$ cat src/rtl/ifu_pkg.sv
// ifu_pkg: shared IFU defaults, epoch tag type and redirect-source encoding.
package ifu_pkg;
    localparam logic [31:0] DEF_RST_PC     = 32'h8000_0000;
    localparam int          DEF_INST_BYTES = 4;
    localparam int          DEF_EPOCH_W    = 2;
    typedef logic [DEF_EPOCH_W-1:0] epoch_t;
    typedef enum logic [1:0] {SRC_NONE, SRC_TRAP, SRC_BRANCH} redir_src_e;
endpackage

$ cat src/rtl/ifu_outst_cnt.sv
// ifu_outst_cnt: up/down saturating outstanding-fetch counter with full flag.
module ifu_outst_cnt #(
    parameter int MAX = 2
) (
    input  logic clk,
    input  logic rst,
    input  logic i_inc,
    input  logic i_dec,
    output logic o_full
);
    localparam int CW = $clog2(MAX + 1);
    logic [CW-1:0] r_cnt;
    assign o_full = r_cnt == CW'(MAX);
    // a response with nothing outstanding is dropped rather than underflowing
    always_ff @(posedge clk) begin
        if (rst) r_cnt <= '0;
        else     r_cnt <= r_cnt + CW'(i_inc && !o_full) - CW'(i_dec && r_cnt != '0);
    end
endmodule

$ cat src/rtl/ifu_pc_gen.sv
// ifu_pc_gen: fetch-PC generator with valid/ready issue, outstanding limit, trap-over-branch redirects and epoch tags.
// Define PC_GEN_MISALIGN_CHK_EN to align misaligned redirect targets and pulse misalign_err.
module ifu_pc_gen
    import ifu_pkg::*;
#(
    parameter int              XLEN       = 32,
    parameter logic [XLEN-1:0] RST_PC     = XLEN'(DEF_RST_PC),
    parameter int              INST_BYTES = DEF_INST_BYTES,
    parameter int              EPOCH_W    = DEF_EPOCH_W,
    parameter int              MAX_OUTST  = 2
) (
    input  logic               clk,
    input  logic               rst,
    input  logic               trap_valid,
    input  logic [XLEN-1:0]    trap_target,
    input  logic               BRANCH_PCSrc,
    input  logic [XLEN-1:0]    BRANCH_branch_target,
    input  logic               fetch_ready,
    input  logic               resp_valid,
    output logic               fetch_valid,
    output logic [XLEN-1:0]    IFU_o_pc,
    output logic [EPOCH_W-1:0] fetch_epoch,
    output logic               pc_change,
    output logic               misalign_err
);
    redir_src_e         w_src;
    logic [XLEN-1:0]    w_target, w_load;
    logic               w_fire, w_full, w_mis;
    logic [XLEN-1:0]    r_pc;
    logic [EPOCH_W-1:0] r_epoch;
    logic               r_pc_change, r_misalign;

    ifu_outst_cnt #(.MAX(MAX_OUTST)) u_outst (
        .clk    (clk),
        .rst    (rst),
        .i_inc  (w_fire),
        .i_dec  (resp_valid),
        .o_full (w_full)
    );

    assign fetch_valid  = !w_full;
    assign w_fire       = fetch_valid && fetch_ready;
    assign IFU_o_pc     = r_pc;
    assign fetch_epoch  = r_epoch;
    assign pc_change    = r_pc_change;
    assign misalign_err = r_misalign;

    always_comb begin
        w_src    = trap_valid ? SRC_TRAP : BRANCH_PCSrc ? SRC_BRANCH : SRC_NONE;
        w_target = trap_valid ? trap_target : BRANCH_branch_target;
    end

`ifdef PC_GEN_MISALIGN_CHK_EN
    localparam logic [XLEN-1:0] LOW_MASK = XLEN'(INST_BYTES - 1);
    assign w_mis  = |(w_target & LOW_MASK);
    assign w_load = w_target & ~LOW_MASK;
`else
    assign w_mis  = 1'b0;
    assign w_load = w_target;
`endif

    // a redirect overrides a same-cycle increment; the fired PC still counts as outstanding
    always_ff @(posedge clk) begin
        if (rst) begin
            r_pc        <= RST_PC;
            r_epoch     <= '0;
            r_pc_change <= 1'b1;
            r_misalign  <= 1'b0;
        end else if (w_src != SRC_NONE) begin
            r_pc        <= w_load;
            r_epoch     <= r_epoch + 1'b1;
            r_pc_change <= 1'b1;
            r_misalign  <= w_mis;
        end else begin
            r_pc        <= w_fire ? r_pc + XLEN'(INST_BYTES) : r_pc;
            r_pc_change <= w_fire;
            r_misalign  <= 1'b0;
        end
    end
endmodule

$ cat config.mk
export PLATFORM = sky130hd
export DESIGN_NAME = ifu_pc_gen
export DESIGN_NICKNAME = d
export VERILOG_FILES = /design/src/rtl/ifu_pkg.sv /design/src/rtl/ifu_outst_cnt.sv /design/src/rtl/ifu_pc_gen.sv
export SDC_FILE = /design/constraint.sdc
export NUM_CORES = 1
export LEC_CHECK = 0
export ABC_CLOCK_PERIOD_IN_PS = 4100
export CORE_UTILIZATION = 30
export DETAILED_ROUTE_END_ITERATION = 10
export HOLD_SLACK_MARGIN = 0.03
export SLEW_MARGIN = 20
export SYNTH_ARGS = -nofsm -noshare
export SYNTH_HDL_FRONTEND = slang
export SYNTH_HIERARCHICAL = 1
export SYNTH_SLANG_ARGS = --single-unit
$ cat constraint.sdc
create_clock -name clk -period 4.1 [get_ports clk]
set_input_delay 0.615 -clock clk [delete_from_list [all_inputs] [get_ports clk]]
set_output_delay 0.615 -clock clk [all_outputs]
set_load 0.005 [all_outputs]
==> flow_summary.html, run 1 <==
<table>
<tr><th>Metric</th><th>Value</th></tr>
<tr><th colspan="2">Run status</th></tr>
<tr><td>Run status</td><td>finished, final reports clean</td></tr>
<tr><th colspan="2">Finish</th></tr>
<tr><td>Final Util</td><td>46.83%</td></tr>
<tr><td>Count of fill cells added during filler insertion</td><td>804</td></tr>
<tr><td>Fraction of layout instances using a drive strength above 1</td><td>6.569%</td></tr>
<tr><td>Number of nets in the finished design</td><td>483</td></tr>
<tr><td>Final design area excluding fillers</td><td>3656 um2</td></tr>
<tr><td>Area growth, synth to finish</td><td>48.85%</td></tr>
<tr><td>Total inserted antenna cells</td><td>0</td></tr>
<tr><th colspan="2">Pwr</th></tr>
<tr><td>Highest ir drop seen on vdd</td><td>between 0.1 and 0.15 mV</td></tr>
<tr><td>Power per cell area</td><td>276.5 nW/um2</td></tr>
<tr><td>Power consumption</td><td>around 1.0 mW</td></tr>
<tr><td>Static power due to leakage</td><td>1.396 nW</td></tr>
<tr><th colspan="2">Worst hold path</th></tr>
<tr><td>Class of the most critical hold timing path</td><td>flip-flop to flip-flop</td></tr>
<tr><td>Depth of the worst hold-timing path</td><td>1</td></tr>
<tr><td>Min-delay src</td><td>IFU_o_pc[31]$_SDFFE_PP1P_</td></tr>
<tr><th colspan="2">Worst setup path</th></tr>
<tr><td>Cell-by-cell trace of the critical path</td><td>clkdlybuf4s50_1 -&gt; buf_4 -&gt; or2_0 -&gt; nor2_1 -&gt; a21o_1 -&gt; a221oi_1</td></tr>
<tr><td>Critical-path maximum fanout</td><td>20</td></tr>
<tr><td>Crit Path Category</td><td>input port to flip-flop</td></tr>
<tr><td>Flop-to-flop setup slack</td><td>2.10 ns</td></tr>
<tr><td>Arrival time at the worst endpoint</td><td>2.42 ns</td></tr>
<tr><td>Crit-path slowest cell</td><td>clkdlybuf4s50_1</td></tr>
<tr><td>Worst setup path endpoint</td><td>IFU_o_pc[20]$_SDFFE_PP0P_</td></tr>
<tr><td>Kind of end point of the critical path</td><td>flip-flop</td></tr>
<tr><td>Data required time at the worst endpoint</td><td>4.31 ns</td></tr>
<tr><td>Startpoint kind of the worst setup timing path</td><td>input port</td></tr>
<tr><td>Largest stage delay on the critical path</td><td>0.57 ns</td></tr>
<tr><td>Critical Path Source</td><td>BRANCH_PCSrc</td></tr>
<tr><td>End of the worst register-to-register path</td><td>IFU_o_pc[30]$_SDFFE_PP0P_</td></tr>
<tr><td>Launch point of the worst reg-to-reg path</td><td>IFU_o_pc[2]$_SDFFE_PP0P_</td></tr>
<tr><td>Worst reg2reg path depth</td><td>6</td></tr>
<tr><th colspan="2">Routing</th></tr>
<tr><td>Iter 0 DRT Violations</td><td>83</td></tr>
<tr><td>Final antenna-violating net count</td><td>0</td></tr>
<tr><td>Post-route DRC violation count</td><td>0</td></tr>
<tr><td>Overall via count from detail_route</td><td>2,620</td></tr>
<tr><td>Router iterations before antenna repair</td><td>4</td></tr>
<tr><td>Detail-routed via count per cell</td><td>5.107</td></tr>
<tr><td>Routed len/inst</td><td>15.11 um</td></tr>
<tr><td>Final Routed Wirelength</td><td>a little under 8000 um</td></tr>
<tr><th colspan="2">Synthesis</th></tr>
<tr><td>Cell area after synthesis</td><td>2456 um2</td></tr>
<tr><td>FF+latch count, synth</td><td>37</td></tr>
<tr><td>Net Count, Synth</td><td>387</td></tr>
<tr><td>Most numerous cell in the Yosys netlist</td><td>nor2_1</td></tr>
<tr><td>Post-synth top flop</td><td>dfxtp_1</td></tr>
<tr><td>Fraction of synthesized cell area taken by the top area cell type</td><td>30.16%</td></tr>
<tr><td>Synthesis warning total</td><td>6</td></tr>
<tr><td>Cell types occupying the most area after synthesis</td><td>dfxtp_1, nor2_1, xor2_1</td></tr>
<tr><td>Unique cell type count in the Yosys netlist</td><td>57</td></tr>
<tr><td>Portion of the post-synthesis area used by sequential elements</td><td>just over 30%</td></tr>
<tr><td>Cells after Synth</td><td>314</td></tr>
<tr><td>Average cell area after synthesis</td><td>7.822 um2</td></tr>
<tr><td>Number of enable flip-flop cells after synthesis</td><td>0</td></tr>
<tr><td>Post-synthesis async set-or-reset flop share</td><td>0%</td></tr>
<tr><td>Top post-synthesis cells by count</td><td>nor2_1, dfxtp_1, a21oi_1</td></tr>
<tr><td>Post-synthesis cell type with the largest combined area</td><td>dfxtp_1</td></tr>
<tr><th colspan="2">Placement</th></tr>
<tr><td>Estimated wirelength of the detail-placed design</td><td>5753 um</td></tr>
<tr><td>Quantity of I/O buffers inserted on ports</td><td>105</td></tr>
<tr><td>Routability cong.</td><td>slightly above 0.8</td></tr>
<tr><td>Dpl cell area</td><td>3573 um2</td></tr>
<tr><th colspan="2">Clock network</th></tr>
<tr><td>Clk sinks</td><td>37</td></tr>
<tr><td>CTS Hold Bufs</td><td>0</td></tr>
<tr><td>Clock tree from TritonCTS</td><td>yes</td></tr>
<tr><td>Number of H-tree levels</td><td>2</td></tr>
<tr><td>Library cell used as clock root buffer</td><td>clkbuf_8</td></tr>
<tr><td>Clock buffers created by TritonCTS</td><td>5</td></tr>
<tr><td>Count of cells resized by post-cts repair</td><td>0</td></tr>
<tr><td>Setup Fix Bufs, Post-CTS</td><td>0</td></tr>
<tr><td>Clock-pin slew reported for the worst setup and hold paths after clock tree synthesis</td><td>0.08 ns</td></tr>
<tr><td>Insertion delay of the later-clocked pin in the worst-skew pair</td><td>0.30 ns</td></tr>
<tr><td>Buffer depth of the longest clock path</td><td>2</td></tr>
<tr><th colspan="2">STA</th></tr>
<tr><td>Crit share post-route</td><td>54.04%</td></tr>
<tr><td>Total count of hold-check failures in the final report</td><td>0</td></tr>
<tr><td>Worst-margin pin slew</td><td>roughly 0.66 ns</td></tr>
<tr><td>Max Freq</td><td>451.4 MHz</td></tr>
<tr><td>Min Clock Period, post-route</td><td>2.215 ns</td></tr>
<tr><td>Rel. slew slack</td><td>approximately 56%</td></tr>
<tr><td>Setup TNS</td><td>0 ns</td></tr>
<tr><td>Max Clock Skew</td><td>0.009786 ns</td></tr>
<tr><td>Number of setup violations in the final report</td><td>0</td></tr>
<tr><td>Setup repair after global routing missed its margin</td><td>no</td></tr>
<tr><td>Fin. max-slew vios</td><td>0</td></tr>
<tr><th colspan="2">Die</th></tr>
<tr><td>Chip width</td><td>92.48 um</td></tr>
<tr><td>Top-Level Pins</td><td>107</td></tr>
<tr><td>Die Y</td><td>approximately 92 um</td></tr>
<tr><td>FP Rows</td><td>32</td></tr>
<tr><td>Effective utilization at floorplan</td><td>31.46%</td></tr>
<tr><td>Core box area</td><td>7807 um2</td></tr>
<tr><td>Die outline area</td><td>8553 um2</td></tr>
<tr><th colspan="2">GRT</th></tr>
<tr><td>Congestion Overflow GR</td><td>0</td></tr>
<tr><td>Pin count of the biggest net entering global routing</td><td>39</td></tr>
<tr><td>Global-route wire length before repair</td><td>approximately 12,000 um</td></tr>
<tr><td>Vias in the first global route</td><td>2,539</td></tr>
<tr><td>GRT Util Overall</td><td>18.12%</td></tr>
<tr><td>Initial antenna violation count</td><td>0</td></tr>
<tr><th colspan="2">Flow run</th></tr>
<tr><td>Maxcap violations</td><td>0</td></tr>
</table>
==> through the flow <==
step | hold WS, ns | instances | setup slack [ns]
after global routing | 0.5269 | 513 | 1.733
after floorplan | 0.4978 | 314 | 2.291
final | 0.5133 | 513 | 1.885
after detailed placement | 0.5032 | 505 | 1.559
after CTS | 0.5142 | 513 | 1.864
after global placement | 0.4994 | 505 | 1.663
==> placed cells by master (no fill, tap or decap), types with 6 or more instances in the layout <==
cell type / netlist / routed
nand2_1: 26 / 26
a21oi_1: 29 / 29
nor2b_1: 10 / 10
inv_1: 14 / 14
nor2_1: 40 / 40
o22ai_1: 8 / 8
clkdlybuf4s50_1: 0 / 104
dfxtp_1: 37 / 37
nand3_1: 10 / 10
xor2_1: 17 / 17
a211oi_1: 6 / 6
nand4_1: 12 / 12
==> how the worst min path moves through the flow <==
stage / end / slack, ns
6_report: IFU_o_pc[31]$_SDFFE_PP1P_ / 0.51
4_1_cts: IFU_o_pc[31]$_SDFFE_PP1P_ / 0.51
3_5_place_dp: IFU_o_pc[31]$_SDFFE_PP1P_ / 0.50
5_1_grt: IFU_o_pc[31]$_SDFFE_PP1P_ / 0.53
3_3_place_gp: fetch_epoch[1]$_SDFFE_PP0N_ / 0.50
2_1_floorplan: IFU_o_pc[3]$_SDFFE_PP0P_ / 0.50
==> flip-flops by register name (all words and copies together), names as in the netlist <==
name and cells:
u_outst/r_cnt 2, fetch_epoch 2, pc_change 1, IFU_o_pc 32
==> kinds of logic after synthesis <==
kind of cell	synth area share, %
other	0.1527
buffers and inverters	6.113
and+or+nand+nor	29.80
AOI/OAI and AO/OA	21.80
xor gates and xnor gates	8.405
muxes	2.038
DFF	30.16
adders and majority gates	1.528
==> layout make-up <==
| class | instances | area (um2) | area share, % |
|---|---|---|---|
| clock buffer | 6 | 72.57 | 1.985 |
| clock inverter | 2 | 10.01 | 0.2738 |
| inverter | 15 | 56.30 | 1.540 |
| multi-input combinational | 241 | 1565 | 42.81 |
| sequential | 37 | 740.7 | 20.26 |
| tap | 102 | 127.6 | 3.491 |
| timing repair buffer | 110 | 1084 | 29.64 |
==> critical path, delay by kind of cell <==
kind                   cells  cell delay [ns]
AOI/OAI and AO/OA          2             0.44
buffers and inverters      2             0.87
and+or+nand+nor            2             0.49
==> layer usage <==
layer | track usage [%] | up-vias | part of all wire [%]
li1 | - | 1314 | -
met1 | 24.67 | 1228 | 47
met2 | 28.89 | 71 | 47
met3 | 3.695 | 7 | 5.3
met4 | 4.948 | 0 | 0.83
met5 | 0 | - | 0
==> where the power goes <==
group / switching [mW] / internal (mW)
Combinational: 0.122 / 0.191
Clock: 0.139 / 0.118
Sequential: 0.0464 / 0.395
No activity file was read; power rests on OpenSTA's default activity.
==> inputs of run 2 (changes only) <==
Settings changed: ABC_CLOCK_PERIOD_IN_PS 4100 to 1860.
Clock period 4.1 ns to 1.86 ns, I/O delays scaled along.
==> flow_summary.html, run 2 (synthesized netlist as in run 1, its figures left out) <==
<table>
<tr><th>Metric</th><th>Value</th></tr>
<tr><th colspan="2">Clock network</th></tr>
<tr><td>Clock-pin slew reported for the worst setup and hold paths after clock tree synthesis</td><td>0.08 ns (about the same)</td></tr>
<tr><td>Clk sinks</td><td>37 (unchanged)</td></tr>
<tr><td>Buffer depth of the longest clock path</td><td>2 (unchanged)</td></tr>
<tr><td>Library cell used as clock root buffer</td><td>clkbuf_8</td></tr>
<tr><td>Insertion delay of the later-clocked pin in the worst-skew pair</td><td>0.29 ns (about the same)</td></tr>
<tr><td>Number of H-tree levels</td><td>2 (unchanged)</td></tr>
<tr><td>CTS Hold Bufs</td><td>0 (unchanged)</td></tr>
<tr><td>Clock tree from TritonCTS</td><td>yes</td></tr>
<tr><td>Clock buffers created by TritonCTS</td><td>5 (unchanged)</td></tr>
<tr><th colspan="2">GRT</th></tr>
<tr><td>Global-route wire length before repair</td><td>12,280 um (+0.11%)</td></tr>
<tr><td>Initial antenna violation count</td><td>0 (unchanged)</td></tr>
<tr><td>Pin count of the biggest net entering global routing</td><td>38 (-2.6%)</td></tr>
<tr><td>Vias in the first global route</td><td>2,630 (+3.6%)</td></tr>
<tr><td>Congestion Overflow GR</td><td>0 (unchanged)</td></tr>
<tr><td>GRT Util Overall</td><td>18.12% (about the same)</td></tr>
<tr><th colspan="2">Placement</th></tr>
<tr><td>Routability cong.</td><td>0.8293 (about the same)</td></tr>
<tr><td>Post-Place Worst Slack</td><td>-0.2150 ns (-1.774 ns)</td></tr>
<tr><td>Quantity of I/O buffers inserted on ports</td><td>105 (unchanged)</td></tr>
<tr><td>Estimated wirelength of the detail-placed design</td><td>5854 um (+1.8%)</td></tr>
<tr><td>Placed instance count</td><td>536 (+6.1%)</td></tr>
<tr><th colspan="2">Die</th></tr>
<tr><td>Core box area</td><td>7807 um2 (unchanged)</td></tr>
<tr><td>Die outline area</td><td>8553 um2 (unchanged)</td></tr>
<tr><td>Effective utilization at floorplan</td><td>31.46% (unchanged)</td></tr>
<tr><td>FP Rows</td><td>32 (unchanged)</td></tr>
<tr><td>Die Y</td><td>92.48 um (unchanged)</td></tr>
<tr><td>Chip width</td><td>92.48 um (unchanged)</td></tr>
<tr><td>Top-Level Pins</td><td>107 (unchanged)</td></tr>
<tr><th colspan="2">Worst setup path</th></tr>
<tr><td>Worst path top cell family by delay</td><td>simple AND/OR/NAND/NOR gates</td></tr>
<tr><td>Arrival time at the worst endpoint</td><td>1.94 ns (-0.48 ns)</td></tr>
<tr><td>Critical-path maximum fanout</td><td>3 (-85%)</td></tr>
<tr><td>Crit-path slowest cell</td><td>or3_4</td></tr>
<tr><td>Data required time at the worst endpoint</td><td>2.03 ns (-2.28 ns)</td></tr>
<tr><td>Buffers &amp; Inverters on Critical Path</td><td>1 (-1)</td></tr>
<tr><td>Cell-by-cell trace of the critical path</td><td>ha_4 -&gt; nand4_1 -&gt; buf_4 -&gt; or3_4 -&gt; nor2_4 -&gt; xnor2_2 -&gt; a211oi_2</td></tr>
<tr><td>Kind of end point of the critical path</td><td>flip-flop</td></tr>
<tr><td>Crit Path Category</td><td>flip-flop to flip-flop</td></tr>
<tr><td>Startpoint kind of the worst setup timing path</td><td>flip-flop</td></tr>
<tr><td>Largest stage delay on the critical path</td><td>0.42 ns (-0.15 ns)</td></tr>
<tr><th colspan="2">Routing</th></tr>
<tr><td>Post-route DRC violation count</td><td>0 (unchanged)</td></tr>
<tr><td>DR WL met2</td><td>3571 um (-1.2%)</td></tr>
<tr><td>Router iterations before antenna repair</td><td>4 (unchanged)</td></tr>
<tr><td>Routed len/inst</td><td>14.08 um (-6.8%)</td></tr>
<tr><td>Detail-routed via count per cell</td><td>5.009 (-1.9%)</td></tr>
<tr><td>Iter 0 DRT Violations</td><td>127 (+53%)</td></tr>
<tr><td>Metal3 WL</td><td>457 um (+11%)</td></tr>
<tr><td>Final antenna-violating net count</td><td>0 (unchanged)</td></tr>
<tr><td>Highest routing layer actually used</td><td>met4</td></tr>
<tr><td>Overall via count from detail_route</td><td>2,740 (+4.6%)</td></tr>
<tr><td>Final Routed Wirelength</td><td>7702 um (-0.63%)</td></tr>
<tr><td>Routed met1 length</td><td>3612 um (-1.2%)</td></tr>
<tr><th colspan="2">STA</th></tr>
<tr><td>Number of setup violations in the final report</td><td>0 (unchanged)</td></tr>
<tr><td>Max Clock Skew</td><td>0.01079 ns (+0.001007 ns)</td></tr>
<tr><td>Min Clock Period, post-route</td><td>1.768 ns</td></tr>
<tr><td>Setup repair after global routing missed its margin</td><td>yes</td></tr>
<tr><td>Crit share post-route</td><td>roughly 95%</td></tr>
<tr><td>Max Freq</td><td>565.5 MHz</td></tr>
<tr><td>Setup TNS</td><td>0 ns (unchanged)</td></tr>
<tr><td>Fin. max-slew vios</td><td>0 (unchanged)</td></tr>
<tr><td>Total count of hold-check failures in the final report</td><td>0 (unchanged)</td></tr>
<tr><td>Crit path setup slack, layout</td><td>0.09158 ns (-1.793 ns)</td></tr>
<tr><th colspan="2">Finish</th></tr>
<tr><td>Number of nets in the finished design</td><td>517 (+7.0%)</td></tr>
<tr><td>Most common cell after layout, fill and taps aside</td><td>clkdlybuf4s50_1</td></tr>
<tr><td>Count of fill cells added during filler insertion</td><td>766 (-4.7%)</td></tr>
<tr><td>Highest-count cells in the layout ignoring fill and taps</td><td>clkdlybuf4s50_1, nor2_1, buf_4, dfxtp_1, a21oi_1</td></tr>
<tr><td>Area growth, synth to finish</td><td>63.88%</td></tr>
<tr><td>Fraction of layout instances using a drive strength above 1</td><td>15.06% (+8.5 points)</td></tr>
<tr><td>Largest register FFs</td><td>32 (unchanged)</td></tr>
<tr><td>Non-filler instance count after layout</td><td>547 (+6.6%)</td></tr>
<tr><td>Total inserted antenna cells</td><td>0 (unchanged)</td></tr>
<tr><th colspan="2">Pwr</th></tr>
<tr><td>Fraction of power consumed by the clock network</td><td>29.7% (+4.3 points)</td></tr>
<tr><td>Power spent charging and discharging nets</td><td>0.6909 mW (+120%)</td></tr>
<tr><td>P_int</td><td>1.799 mW (+160%)</td></tr>
<tr><td>Share of total power in sequential cells</td><td>38.2% (-5.4 points)</td></tr>
<tr><td>Comb power frac</td><td>32.1% (+1.1 points)</td></tr>
<tr><td>Static power due to leakage</td><td>1.615 nW (+16%)</td></tr>
<tr><td>Power consumption</td><td>2.490 mW (+150%)</td></tr>
<tr><td>Switching Share</td><td>27.75% (-2.6 points)</td></tr>
<tr><td>Power per cell area</td><td>618.6 nW/um2 (+120%)</td></tr>
<tr><td>Highest ir drop seen on vdd</td><td>0.2601 mV (+160%)</td></tr>
<tr><th colspan="2">Flow run</th></tr>
<tr><td>Maxcap violations</td><td>0 (unchanged)</td></tr>
<tr><th colspan="2">Worst hold path</th></tr>
<tr><td>Class of the most critical hold timing path</td><td>input port to flip-flop</td></tr>
<tr><th colspan="2">Run status</th></tr>
<tr><td>Run status</td><td>finished, final reports clean</td></tr>
</table>
==> run 2: cell count changes in the layout (fill, tap and decap cells not counted), moves of 2 or more <==
cell | previous run | this run
dfxtp_1 | 37 | 35
clkinv_2 | 2 | 0
dfxtp_4 | 0 | 2
buf_4 | 5 | 37
buf_12 | 0 | 2
==> run 2: through the flow <==
step,area (um2),util (%),hold slack (ns)
after global routing,4025,51.55,0.5350
after detailed placement,3831,49.07,0.5111
final,4025,51.55,0.4756
after CTS,3984,51.03,0.4844
after global placement,3831,49.07,0.4915
after floorplan,2456,-,0.3506
==> run 2: metal layers <==
metal / track usage, % / vias to the layer above
met5: 0 / -
met4: 3.125 / 0
met3: 3.530 / 7
met2: 31.05 / 84
met1: 23.71 / 1261
li1: - / 1388
==> run 2: worst register-to-register path: stages, from the launching register on <==
cell	delay [ns]
dfxtp_4	0.36
ha_4	0.13
nand4_1	0.22
buf_4	0.22
or3_4	0.42
nor2_4	0.11
xnor2_2	0.12
a211oi_2	0.08
==> run 2: final timing paths <==
path	startpoint	endpoint	slack (ns)	cells past startpoint
min	trap_valid	IFU_o_pc[5]$_SDFFE_PP0P_	0.48	3
max reg2reg	IFU_o_pc[2]$_SDFFE_PP0P_	IFU_o_pc[16]$_SDFFE_PP0P_	0.09	7
max	IFU_o_pc[2]$_SDFFE_PP0P_	IFU_o_pc[16]$_SDFFE_PP0P_	0.09	7
min reg2reg	IFU_o_pc[31]$_SDFFE_PP1P_	IFU_o_pc[31]$_SDFFE_PP1P_	0.52	1
==> run 2: power groups by stage <==
| stage | logic (mW) | registers [mW] | clock network [mW] |
|---|---|---|---|
| after global placement | 0.769 | 0.967 | 0 |
| final | 0.799 | 0.952 | 0.739 |
| after global routing | 0.881 | 0.966 | 0.786 |
| after detailed placement | 0.781 | 0.967 | 0 |
| after floorplan | 0.346 | 0.967 | 0 |
| after CTS | 0.799 | 0.946 | 0.751 |
==> run 2: timing repair <==
action,in CTS,in global routing
endpoints found under the setup margin,6,10
resized for setup,5,7
buffers inserted,3,0
pin swaps,2,4
cloned,0,0
==> run 2: layout make-up <==
type                    instances  area (um2)  area share [%]
clock buffers                   6       82.58           2.052
repair buffers                144        1366           33.94
flip-flops and latches         37       748.2           18.59
clock inverters                 2       37.54          0.9325
inverters                      15       56.30           1.399
well taps                     102       127.6           3.171
multi-input cells             241        1607           39.91
